`config.mk`:
```
export PLATFORM = sky130hd
export DESIGN_NAME = spi_ram_arbiter
export DESIGN_NICKNAME = d
export VERILOG_FILES = /design/src/rtl/spi_ram_arbiter.sv
export SDC_FILE = /design/constraint.sdc
export NUM_CORES = 1
export LEC_CHECK = 0
export CAP_MARGIN = 30
export CORE_UTILIZATION = 53
export CTS_CLUSTER_DIAMETER = 80
export CTS_CLUSTER_SIZE = 10
export DETAILED_ROUTE_END_ITERATION = 12
export PLACE_DENSITY = 0.84
export SLEW_MARGIN = 20
export SYNTH_ARGS = -nofsm -noshare
export SYNTH_HDL_FRONTEND = slang
export SYNTH_SLANG_ARGS = --single-unit
```
`constraint.sdc`:
```
create_clock -name clk -period 1.7 [get_ports clk]
set_input_delay 0.34 -clock clk [delete_from_list [all_inputs] [get_ports clk]]
set_output_delay 0.34 -clock clk [all_outputs]
set_load 0.01 [all_outputs]
```
`src/rtl/spi_ram_arbiter.sv`:
```
// Two SPI command channels sharing one single-port 8-bit RAM through a round-robin arbiter.
// Optional: define ADDR_AUTO_INC_EN to post-increment wr_addr/rd_addr on each accepted write/read.
module spi_ram_arbiter #(
  parameter int MEM_DEPTH = 256,
  parameter int ADDR_SIZE = 8
) (
  input  logic                 clk,
  input  logic                 rst_n,
  input  logic [9:0]           rx_data_0,
  input  logic                 rx_valid_0,
  output logic [7:0]           tx_data_0,
  output logic                 tx_valid_0,
  output logic                 ovf_0,
  input  logic [9:0]           rx_data_1,
  input  logic                 rx_valid_1,
  output logic [7:0]           tx_data_1,
  output logic                 tx_valid_1,
  output logic                 ovf_1,
  output logic                 ram_en,
  output logic                 ram_we,
  output logic [ADDR_SIZE-1:0] ram_addr,
  output logic [7:0]           ram_wdata,
  input  logic [7:0]           ram_rdata
);

  typedef enum logic [1:0] {
    ARB_IDLE   = 2'd0,
    ARB_ACCESS = 2'd1,
    ARB_RDWAIT = 2'd2
  } arb_state_t;

  typedef enum logic [1:0] {
    OP_LD_WR = 2'b00,
    OP_WRITE = 2'b01,
    OP_LD_RD = 2'b10,
    OP_READ  = 2'b11
  } opcode_t;

  typedef struct packed {
    logic                 we;
    logic [ADDR_SIZE-1:0] addr;
    logic [7:0]           data;
  } ram_op_t;

  // Payload is 8 bits; zero-extend or truncate to the RAM address width.
  function automatic logic [ADDR_SIZE-1:0] to_addr(input logic [7:0] payload);
    logic [ADDR_SIZE+7:0] ext;
    ext = {{ADDR_SIZE{1'b0}}, payload};
    return ext[ADDR_SIZE-1:0];
  endfunction

`ifdef ADDR_AUTO_INC_EN
  function automatic logic [ADDR_SIZE-1:0] next_addr(input logic [ADDR_SIZE-1:0] a);
    return (a == ADDR_SIZE'(MEM_DEPTH - 1)) ? '0 : a + ADDR_SIZE'(1);
  endfunction
`endif

  logic [9:0]           rx_data [2];
  logic [1:0]           rx_valid;
  logic [ADDR_SIZE-1:0] wr_addr [2];
  logic [ADDR_SIZE-1:0] rd_addr [2];
  ram_op_t              pend    [2];
  logic [1:0]           pend_v;
  logic [1:0]           ovf;
  logic [7:0]           tx_data [2];
  logic [1:0]           tx_valid;

  arb_state_t state, state_nxt;
  logic [1:0] grant;
  logic       grant_ch;
  logic       rr_favour_1;
  logic       owner;

  assign rx_data[0] = rx_data_0;
  assign rx_data[1] = rx_data_1;
  assign rx_valid   = {rx_valid_1, rx_valid_0};

  // Grant is only issued from ARB_IDLE; with both pending, the channel not served last wins.
  always_comb begin
    // NOTE: every output of this block gets a default first, so no path infers a latch.
    state_nxt = state;
    grant     = '0;
    unique case (state)
      ARB_IDLE: begin
        if (pend_v == 2'b11) grant[rr_favour_1] = 1'b1;
        else                 grant = pend_v;
        if (pend_v != 2'b00) state_nxt = ARB_ACCESS;
      end
      ARB_ACCESS: state_nxt = ram_we ? ARB_IDLE : ARB_RDWAIT;
      ARB_RDWAIT: state_nxt = ARB_IDLE;
      default:    state_nxt = ARB_IDLE;
    endcase
  end

  assign grant_ch = grant[1];

  always_ff @(posedge clk or negedge rst_n) begin
    // NOTE: state is updated with <= only; a blocking write would race readers on the same edge.
    if (!rst_n) state <= ARB_IDLE;
    else        state <= state_nxt;
  end

  // Per-channel command decode. A grant on the same edge frees the slot for a new command.
  always_ff @(posedge clk or negedge rst_n) begin
    if (!rst_n) begin
      for (int c = 0; c < 2; c++) begin
        wr_addr[c] <= '0;
        rd_addr[c] <= '0;
        // NOTE: the pending slots are plain registers, not a RAM array, so they reset with the rest.
        pend[c]    <= '0;
      end
      pend_v <= '0;
      ovf    <= '0;
    end else begin
      for (int c = 0; c < 2; c++) begin
        if (grant[c]) pend_v[c] <= 1'b0;
        if (rx_valid[c]) begin
          unique case (opcode_t'(rx_data[c][9:8]))
            OP_LD_WR: wr_addr[c] <= to_addr(rx_data[c][7:0]);
            OP_LD_RD: rd_addr[c] <= to_addr(rx_data[c][7:0]);
            OP_WRITE: begin
              if (!pend_v[c] || grant[c]) begin
                pend[c]   <= '{we: 1'b1, addr: wr_addr[c], data: rx_data[c][7:0]};
                pend_v[c] <= 1'b1;
`ifdef ADDR_AUTO_INC_EN
                wr_addr[c] <= next_addr(wr_addr[c]);
`endif
              end else begin
                ovf[c] <= 1'b1;
              end
            end
            OP_READ: begin
              if (!pend_v[c] || grant[c]) begin
                pend[c]   <= '{we: 1'b0, addr: rd_addr[c], data: 8'h00};
                pend_v[c] <= 1'b1;
`ifdef ADDR_AUTO_INC_EN
                rd_addr[c] <= next_addr(rd_addr[c]);
`endif
              end else begin
                ovf[c] <= 1'b1;
              end
            end
          endcase
        end
      end
    end
  end

  // RAM port drive and read-data return to the owning channel only.
  always_ff @(posedge clk or negedge rst_n) begin
    if (!rst_n) begin
      ram_en      <= 1'b0;
      ram_we      <= 1'b0;
      ram_addr    <= '0;
      ram_wdata   <= '0;
      owner       <= 1'b0;
      rr_favour_1 <= 1'b0;
      tx_valid    <= '0;
      tx_data[0]  <= '0;
      tx_data[1]  <= '0;
    end else begin
      ram_en   <= |grant;
      tx_valid <= '0;
      if (|grant) begin
        ram_we      <= pend[grant_ch].we;
        ram_addr    <= pend[grant_ch].addr;
        ram_wdata   <= pend[grant_ch].data;
        owner       <= grant_ch;
        rr_favour_1 <= ~grant_ch;
      end
      if (state == ARB_RDWAIT) begin
        tx_data[owner]  <= ram_rdata;
        tx_valid[owner] <= 1'b1;
      end
    end
  end

  assign tx_data_0  = tx_data[0];
  assign tx_data_1  = tx_data[1];
  assign tx_valid_0 = tx_valid[0];
  assign tx_valid_1 = tx_valid[1];
  assign ovf_0      = ovf[0];
  assign ovf_1      = ovf[1];

endmodule

```
---- Word level (Yosys, flattened, before mapping) ----
Cells that the tools add are included.
operators by class
  bitwise operators ....................... 5
  reductions and logical operators ........ 24
  $lt $le $gt $ge ......................... 7
  eq/ne operators ......................... 14
  multiplexer cells ....................... 30
operators by type and width
  kind                                                                          number
  17-bit two-way mux                                                            7
  17-bit case mux with 2 select lines                                           2
  16-bit bitwise mux                                                            1
  2-bit == test, second input constant                                          6
  1-bit two-way mux                                                             10
  2-bit two-way mux                                                             5
  2-bit inequality test, second input constant                                  5
  8-bit demux with 1-bit select                                                 1
  8-bit two-way mux                                                             1
  2-bit AND reduction                                                           4
  4-bit AND reduction                                                           2
  2-bit by 1-bit == test with 1-bit output, second input constant               3
  2-bit logical NOT                                                             3
  3-bit AND reduction                                                           2
  2-bit nonzero test                                                            3
  2-bit OR reduction                                                            3
  2-bit greater-or-equal comparator, second input constant                      2
  1-bit by 2-bit less-than comparator with 1-bit output, second input constant  2
  1-bit NOT with 2-bit output                                                   2
  2-bit case mux with 2 select lines                                            1
  1-bit logical AND                                                             3
  1-bit NOT                                                                     3
  1-bit demux with 1-bit select                                                 2
  1-bit greater-or-equal comparator, second input constant                      2
  other kinds (3)                                                               5
storage, ports and cells
  logic and storage cells ................. 103
  input port bits ......................... 32
  flip-flop bits (word level) ............. 110

---- Logic depth before layout (Yosys ltp) ----
Gate-level depths: netlist of run 1.
  depth after elaboration ................. 10
  gate-level depth with buffers ........... 6
  gate-level depth less buffers ........... 5

---- Worst setup path before layout of run 1 ----
OpenSTA, ideal clock, no wires.
  kind .................................... register -> register
  start ................................... register pend_v[0]
  end ..................................... register pend[15] (netlist name)
  library setup time ...................... 125 ps
  setup slack ............................. 188 ps
  buffers on the path ..................... 1
  period minus slack after synthesis ...... 1512 ps
  stages on the path, launching flop included .. 6
  arrival time ............................ 1387 ps
  path through ............................ dfrtp_1 -> nor2b_4 -> o31ai_4 -> nand3_4 -> buf_6 -> mux2_4
on the way
  longest elaborated chain between the ends .. 6
  elaborated cells on any way between the ends .. 7
  those cells by class .................... 3 x eq/ne; 2 x mux; 2 x reduce/logical
RTL lines
  element                                 line      text
  start, declared                         63        logic [1:0] pend_v;
  start signal, assigned                  112       pend_v <= '0;
  start signal, assigned by index         116       if (grant[c]) pend_v[c] <= 1'b0;
  start signal, assigned by index         124       pend_v[c] <= 1'b1;
  2-bit == test *                         85        if (pend_v == 2'b11) grant[rr_favour_1] = 1'b1;
  2-bit two-way mux *                     85
  2-bit two-way mux *                     83        unique case (state)
  1-bit logical OR *                      122, 133
  2-bit inequality test (no source line)  -
  4-bit AND reduction (no source line) *  -
  end signal, assigned by index           123       pend[c] <= '{we: 1'b1, addr: wr_addr[c], data: rx_data[c][7:0]};
  end signal, assigned by index           134       pend[c] <= '{we: 1'b0, addr: rd_addr[c], data: 8'h00};
  end, declared                           62        ram_op_t pend [2];
Every way passes the cells marked *; elsewhere a longest branch is shown, timed or not.
A chain may end at the register's enable or synchronous reset.

---- Worst setup path after layout of run 1 ----
  start ................................... register ram_addr[7]
  end ..................................... output port ram_addr[7]
RTL lines
  element                 line  text
  start, declared         21    output logic [ADDR_SIZE-1:0] ram_addr,
  start signal, assigned  166   ram_addr <= pend[grant_ch].addr;
No word-level cell between the ends.

==> impl_metrics.csv, run 1 <==
group,metric,value,unit
run_status,outcome,"finished clean",
detailed_routing,wirelength,9.517,mm
critical_path,crit_fanout,2,
critical_path,r2r_start,"state[0]",
synth,syn_inst,358,
timing,clock.fmax,606.7,MHz
detailed_routing,via_per_inst,5.432,
cells_and_area,syn2layout_area_growth,26.99,%
synth,synth-edff-count,0,
detailed_routing,dr.pass1.iters,6,
die,pin_count,70,
synth,async_reset_ff_share,100.0,%
place,dp_hpwl,6.976,mm
timing,slew_violations,0,
detailed_routing,vias,3069,
clock_network,ctsRootBufferMaster,"clkbuf_8",
detailed_routing,ant_nets,0,
place,place_area,0.005498,mm²
clock_network,cts_buffers,9,
clock_network,cts.clk_slew.worst_paths,0.11,ns
synth,avgSynthCellArea,12.54,µm²
power,p_sw_share,34.86,%
critical_path,cp.required,1.36,ns
global_routing,grt_max_degree,30,
critical_path,critPathLaunch,"ram_addr[7]",
power,power_density,1655,mW/mm²
global_routing,grt_pass1_wl,15.67,mm
run,maxCapViolCount,0,
die,core-area,0.008217,mm²
clock_network,cts_tree,"yes",
synth,ys_seq_area_share,61.33,%
die,dieArea,0.008840,mm²
cells_and_area,drive_above_1_share,23.48,%
worst_hold_path,worstHoldPathType,"in -> async",
timing,fin_crit_sh,96.96,%
critical_path,slowest_stage,"clkdlybuf4s50_1",
critical_path,cp-start-kind,"flop",
synth,syn-cell-area,0.004488,mm²
power,power_frac_clock,15.6,%
place,port_buffers,69,
die,fp.dieW,94.02,µm
critical_path,crit_path_max_incr_delay,0.55,ns
critical_path,crit_arrival,1.31,ns
timing,finalSetupViolations,0,
global_routing,grt_pass1_vias,3219,
timing,rsz0062_at_grt,"false",
critical_path,worst-path-buf-inv,1,
critical_path,crit_path_end_kind,"primary output",
timing,fin_crit,1.648,ns
timing,hold_violations,0,
global_routing,antenna_found_initial,0,
synth,syn_nets,390,
critical_path,path_cells,"clkdlybuf4s50_1",
die,start_util,54.62,%
detailed_routing,drtIter0Drc,167,
power,cellLeakagePower,2.719,nW
power,combPwrFrac,38.4,%
synth,synthFlopType,"dfrtp_1",
synth,synth_cell_types,30,
cells_and_area,n_antenna_cell,0,
place,routabilityCongestion,0.8194,
synth,yosysWarnings,0,
cells_and_area,fill_cells,598,
timing,maxSlewHeadroom,69.68,%
clock_network,htree_levels,3,
timing,clock_skew,0.01225,ns
global_routing,gr-total-overflow,0,
die,rows,33,
synth,synth_seq_cells,110,
critical_path,cp_top_family,"buffers and inverters",
power,peakVddDrop,0.7870,mV
global_routing,groute.usage.overall,23.69,%
timing,setup_tns,0,ns
detailed_routing,route.detailed.drc,0,
cells_and_area,fin_area,0.005699,mm²
critical_path,crit_type,"reg -> out",
clock_network,clockBufferDepth,2,
clock_network,insertion_delay,0.37,ns
timing,worst_slew_pin_slew,0.4544,ns
power,seqPwrFrac,46.0,%
clock_network,numClockSinks,110,
power,switchingPower,0.003287,W
detailed_routing,wire_per_inst,16.84,µm
power,intPower,0.006144,W
cells_and_area,layout.nets,487,
die,dieHeight,94.02,µm
## cells in the mapped netlist, drive strengths merged, types with 2 or more instances
cell type	instances	share of area (%)
mux2i	16	3.6
nand3b	12	2.0
o21ai	10	1.1
clkinv	2	0.17
clkbuf	3	0.25
o21bai	2	0.33
nor3b	4	0.89
inv	19	1.6
a21o	2	0.33
nand3	2	0.50
mux2	57	14
dfrtp	110	61
nor2	9	0.81
buf	7	1.3
a222oi	9	2.0
nand2	74	6.4
a21oi	15	1.7
## cell usage in the layout, fill, tap and decap left out, drive strengths merged
master	instances
dlymetal6s2s	2
clkbuf	10
dfrtp	110
mux2i	16
inv	21
and3b	1
clkinvlp	3
nor3b	4
nand2	74
o21ai	10
nor2	9
a21o	2
dlygate4sd3	1
a21oi	15
a222oi	9
clkdlybuf4s50	66
o21bai	2
mux2	57
o211ai	1
o31ai	1
a211o	1
buf	27
nand3	2
nor2b	1
clkinv	3
nand3b	12
## final cells by class
class / count / area (µm²) / area share, %
Tap cell: 105 / 131.4 / 2.305
Multi-Input combinational cell: 217 / 1593 / 27.95
Clock inverter: 6 / 45.04 / 0.7903
Sequential cell: 110 / 2753 / 48.30
Clock buffer: 10 / 137.6 / 2.415
Inverter: 21 / 78.83 / 1.383
Timing Repair Buffer: 96 / 960.9 / 16.86
## sequential cells by signal, indices dropped and copies added (netlist names), 2 cells and up
signal / cells
ovf: 2
pend: 34
pend_v: 2
ram_addr: 8
ram_wdata: 8
rd_addr: 16
state: 2
tx_data_0: 8
tx_data_1: 8
tx_valid: 2
wr_addr: 16
## routing by layer
metal	wire, µm	up-vias	global-route usage (%)	share of wire (%)
li1	-	1423	-	-
met1	3995	1538	29.63	42
met2	5003	99	41.48	53
met3	385	9	3.479	4.0
met4	133	0	9.103	1.4
met5	0	-	0	0
## power by group through the flow
stage / registers, W / clock network, W / logic (W)
6_report: 0.00434 / 0.00147 / 0.00362
5_1_grt: 0.00444 / 0.00161 / 0.00397
4_1_cts: 0.00433 / 0.00150 / 0.00365
3_5_place_dp: 0.00437 / 0 / 0.00361
3_3_place_gp: 0.00431 / 0 / 0.00346
2_1_floorplan: 0.00438 / 0 / 0.00187
## stage by stage
| stage | worst slack [ns] | total power [W] | util [%] | hold WS (ns) | cells |
|---|---|---|---|---|---|
| 3_5_place_dp | -0.1254 | 0.007983 | 66.91 | 0.2994 | 548 |
| 3_3_place_gp | -0.08572 | 0.007772 | 66.91 | 0.2949 | 548 |
| 2_1_floorplan | 0.1880 | 0.006249 | - | 0.04441 | 358 |
| 5_1_grt | 0.005480 | 0.01002 | 69.36 | 0.4690 | 565 |
| 6_report | 0.05171 | 0.009431 | 69.36 | 0.4249 | 565 |
| 4_1_cts | 0.004603 | 0.009487 | 69.26 | 0.4439 | 565 |
## worst paths after layout
path | endpoint | slack, ns | depth (start not counted)
min in group clk | tx_data_1[7] | 0.49 | 2
max in group asynchronous | tx_valid[1] | 0.69 | 3
hold reg to reg | tx_data_1[7] | 0.49 | 2
setup / recovery | ram_addr[7] | 0.05 | 1
hold / removal | rd_addr[4] | 0.42 | 2
setup reg to reg | ram_we | 0.12 | 5
## cells by family after synthesis
logic type	synth area share, %
buffers and inverters	3.262
muxes	18.04
AOI/OAI and AO/OA	6.301
DFF	61.33
and+or+nand+nor	11.07
## repair_timing
action / in CTS / in global routing
hold buffers: 1 / 0
buffers inserted: 0 / 0
hold endpoints to repair: 25 / 0
resized for setup: 0 / 4
endpoints found under the setup margin: 0 / 12
Power figures use the tool's default switching activity.
==> run 2: changes to the inputs <==
--- a/config.mk
+++ b/config.mk
@@ -5,11 +5,13 @@
 export SDC_FILE = /design/constraint.sdc
 export NUM_CORES = 1
 export LEC_CHECK = 0
+export ABC_CLOCK_PERIOD_IN_PS = 1700
 export CAP_MARGIN = 30
 export CORE_UTILIZATION = 53
 export CTS_CLUSTER_DIAMETER = 80
 export CTS_CLUSTER_SIZE = 10
 export DETAILED_ROUTE_END_ITERATION = 12
+export GPL_TIMING_DRIVEN = 0
 export PLACE_DENSITY = 0.84
 export SLEW_MARGIN = 20
 export SYNTH_ARGS = -nofsm -noshare
==> run 2 against run 1 <==
Critical path depth is the same. Final cell count fell by 2.3%. Non-clock buffer count down 13. Global-route usage fell by 1.1 points. Largest power group unchanged. Worst hold slack got worse by 0.019 ns. Clock-buffer cell count fell by 1. Critical path type unchanged. Sequential share of layout area rose by 0.77 points. Flip-flop and latch count is the same. Worst setup slack got worse by 0.0048 ns. Utilization decreased by 1.0 points. Clock skew fell by 0.0018 ns. Combinational power about the same.
==> impl_metrics.csv, run 2 (synthesis gave the netlist of run 1 again) <==
group,metric,value,unit
global_routing,grt_pass1_vias,3098,
die,dieHeight,94.02,µm
timing,fin_ws,0.04692,ns
detailed_routing,dr.pass1.iters,6,
run_status,outcome,"finished clean",
cells_and_area,largest_reg_flops,34,
cells_and_area,layout_common_cells,"dfrtp_1 (108), nand2_1 (72), clkdlybuf4s50_1 (66)",
cells_and_area,seq_area,0.002755,mm²
place,port_buffers,69,
critical_path,reg2regPathDepth,5,
timing,slew_violations,0,
die,pin_count,70,
cells_and_area,layout.nets,474,
clock_network,cts_tree,"yes",
cells_and_area,n_antenna_cell,0,
global_routing,grt_pass1_wl,14.98,mm
critical_path,crit_path_end_kind,"primary output",
cells_and_area,instances_no_fill,552,
die,start_util,54.62,%
critical_path,crit_cells,1,
cells_and_area,top_register,"pend",
detailed_routing,drtIter0Drc,126,
cells_and_area,drive_above_1_share,21.70,%
critical_path,path_cells,"clkdlybuf4s50_1",
detailed_routing,route.detailed.drc,0,
critical_path,crit_type,"reg -> out",
timing,finalSetupViolations,0,
clock_network,htree_levels,3,
worst_hold_path,worstHoldPathType,"in -> async",
place,routabilityCongestion,0.8169,
global_routing,groute.usage.overall,22.63,%
die,rows,33,
cells_and_area,final_common_cell,"dfrtp_1",
clock_network,clockBufferDepth,2,
critical_path,crit_path_max_incr_delay,0.56,ns
timing,rsz0062_at_grt,"false",
die,fp.dieW,94.02,µm
detailed_routing,ant_nets,0,
clock_network,insertion_delay,0.37,ns
die,dieArea,0.008840,mm²
power,power_density,1717,mW/mm²
cells_and_area,fill_cells,571,
cells_and_area,reg_top3,"pend: 34 flops, rd_addr: 16 flops, wr_addr: 16 flops",
global_routing,grt_max_degree,83,
timing,clock_skew,0.01047,ns
clock_network,ctsRootBufferMaster,"clkbuf_8",
detailed_routing,via_per_inst,5.500,
timing,worst_slew_pin_slew,0.6846,ns
critical_path,worst-path-buf-inv,1,
clock_network,numClockSinks,110,
timing,hold_violations,0,
place,dpl_worst_slack,-0.4360,ns
cells_and_area,multiInputGateArea,0.001604,mm²
critical_path,cp_top_family,"buffers and inverters",
place,dp_hpwl,6.509,mm
critical_path,critPathLaunch,"ram_wdata[0]",
global_routing,gr-total-overflow,0,
die,core-area,0.008217,mm²
cells_and_area,syn2layout_area_growth,25.12,%
critical_path,crit_arrival,1.31,ns
timing,clock.fmax,604.9,MHz
power,cellLeakagePower,2.660,nW
critical_path,cp.required,1.36,ns
run,maxCapViolCount,0,
critical_path,r2r_start,"pend_v[0]",
timing,maxSlewHeadroom,54.16,%
global_routing,antenna_found_initial,0,
timing,fin_crit,1.653,ns
critical_path,cp-start-kind,"flop",
power,peakVddDrop,0.8313,mV
clock_network,cts_buffers,9,
detailed_routing,vias,3036,
detailed_routing,wirelength,9.006,mm
critical_path,slowest_stage,"clkdlybuf4s50_1",
detailed_routing,wire_per_inst,16.32,µm
clock_network,cts.clk_slew.worst_paths,0.10,ns
critical_path,crit_fanout,2,
place,dp.cells,533,
timing,fin_crit_sh,97.24,%
[run 2: cell count changes in the layout (fill, tap and decap cells not counted), moves of 2 or more]
cell        before  now
buf_4           22    3
buf_12           5    0
buf_2            0    4
buf_6            0    4
bufinv_16        0    2
clkinvlp_4       3    1
dfrtp_1        110  108
dfrtp_2          0    2
[run 2: cell type report]
cell class,instances,share of cell area (%)
Timing Repair Buffer,73,13.35
Multi-Input combinational cell,217,28.57
Sequential cell,110,49.06
Clock inverter,7,1.827
Tap cell,105,2.340
Clock buffer,9,2.206
Buffer,10,1.248
Inverter,21,1.404
[run 2: path summary, 6_finish.rpt]
kind | to | slack [ns]
hold reg to reg | pend[20] | 0.49
setup reg to reg | pend[16] | 0.09
setup / recovery | ram_wdata[0] | 0.05
min in group clk | pend_v[1] | 0.41
hold / removal | wr_addr[3] | 0.41
max in group asynchronous | pend_v[0] | 0.62
[run 2: what timing repair did]
item,in CTS,in global routing
endpoints found under the hold margin,28,0
pin swaps,1,2
hold buffers,1,0
setup endpoints to repair,14,24
setup buffers,0,2
gates resized for setup,4,9
[run 2: per-layer routing]
| layer | track usage [%] | vias up | wire [µm] |
|---|---|---|---|
| li1 | - | 1402 | - |
| met1 | 28.42 | 1539 | 3918 |
| met2 | 38.50 | 80 | 4549 |
| met3 | 3.236 | 15 | 352 |
| met4 | 10.90 | 0 | 185 |
| met5 | 0 | - | 0 |
[run 2: power breakdown]
group | leakage, nW | switching, W | internal, W | total (W)
logic | 1.22 | 0.00171 | 0.00188 | 0.00359
registers | 1.33 | 0.000649 | 0.00366 | 0.00431
clock network | 0.111 | 0.000900 | 0.000848 | 0.00175
total | 2.66 | 0.00326 | 0.00638 | 0.00964
[run 2: per-stage QoR]
stage          power [W]  area (µm²)  hold WS [ns]  util, %  setup TNS, ns
3_5_place_dp    0.007867        5339        0.2299    64.98         -13.30
4_1_cts         0.009652        5584        0.4147    67.96              0
2_1_floorplan   0.006249        4488       0.04441        -              0
5_1_grt          0.01025        5615        0.4254    68.34              0
6_report        0.009641        5615        0.4059    68.34              0
3_3_place_gp    0.007672        5310        0.4595    64.63        -411.57
==> run 3: changes to the inputs <==
--- a/config.mk
+++ b/config.mk
@@ -6,7 +6,6 @@
 export NUM_CORES = 1
 export LEC_CHECK = 0
 export ABC_CLOCK_PERIOD_IN_PS = 1700
-export CAP_MARGIN = 30
 export CORE_UTILIZATION = 53
 export CTS_CLUSTER_DIAMETER = 80
 export CTS_CLUSTER_SIZE = 10
==> results of run 3 <==
No change in the layout: final DEF, timing and power equal those of run 2.
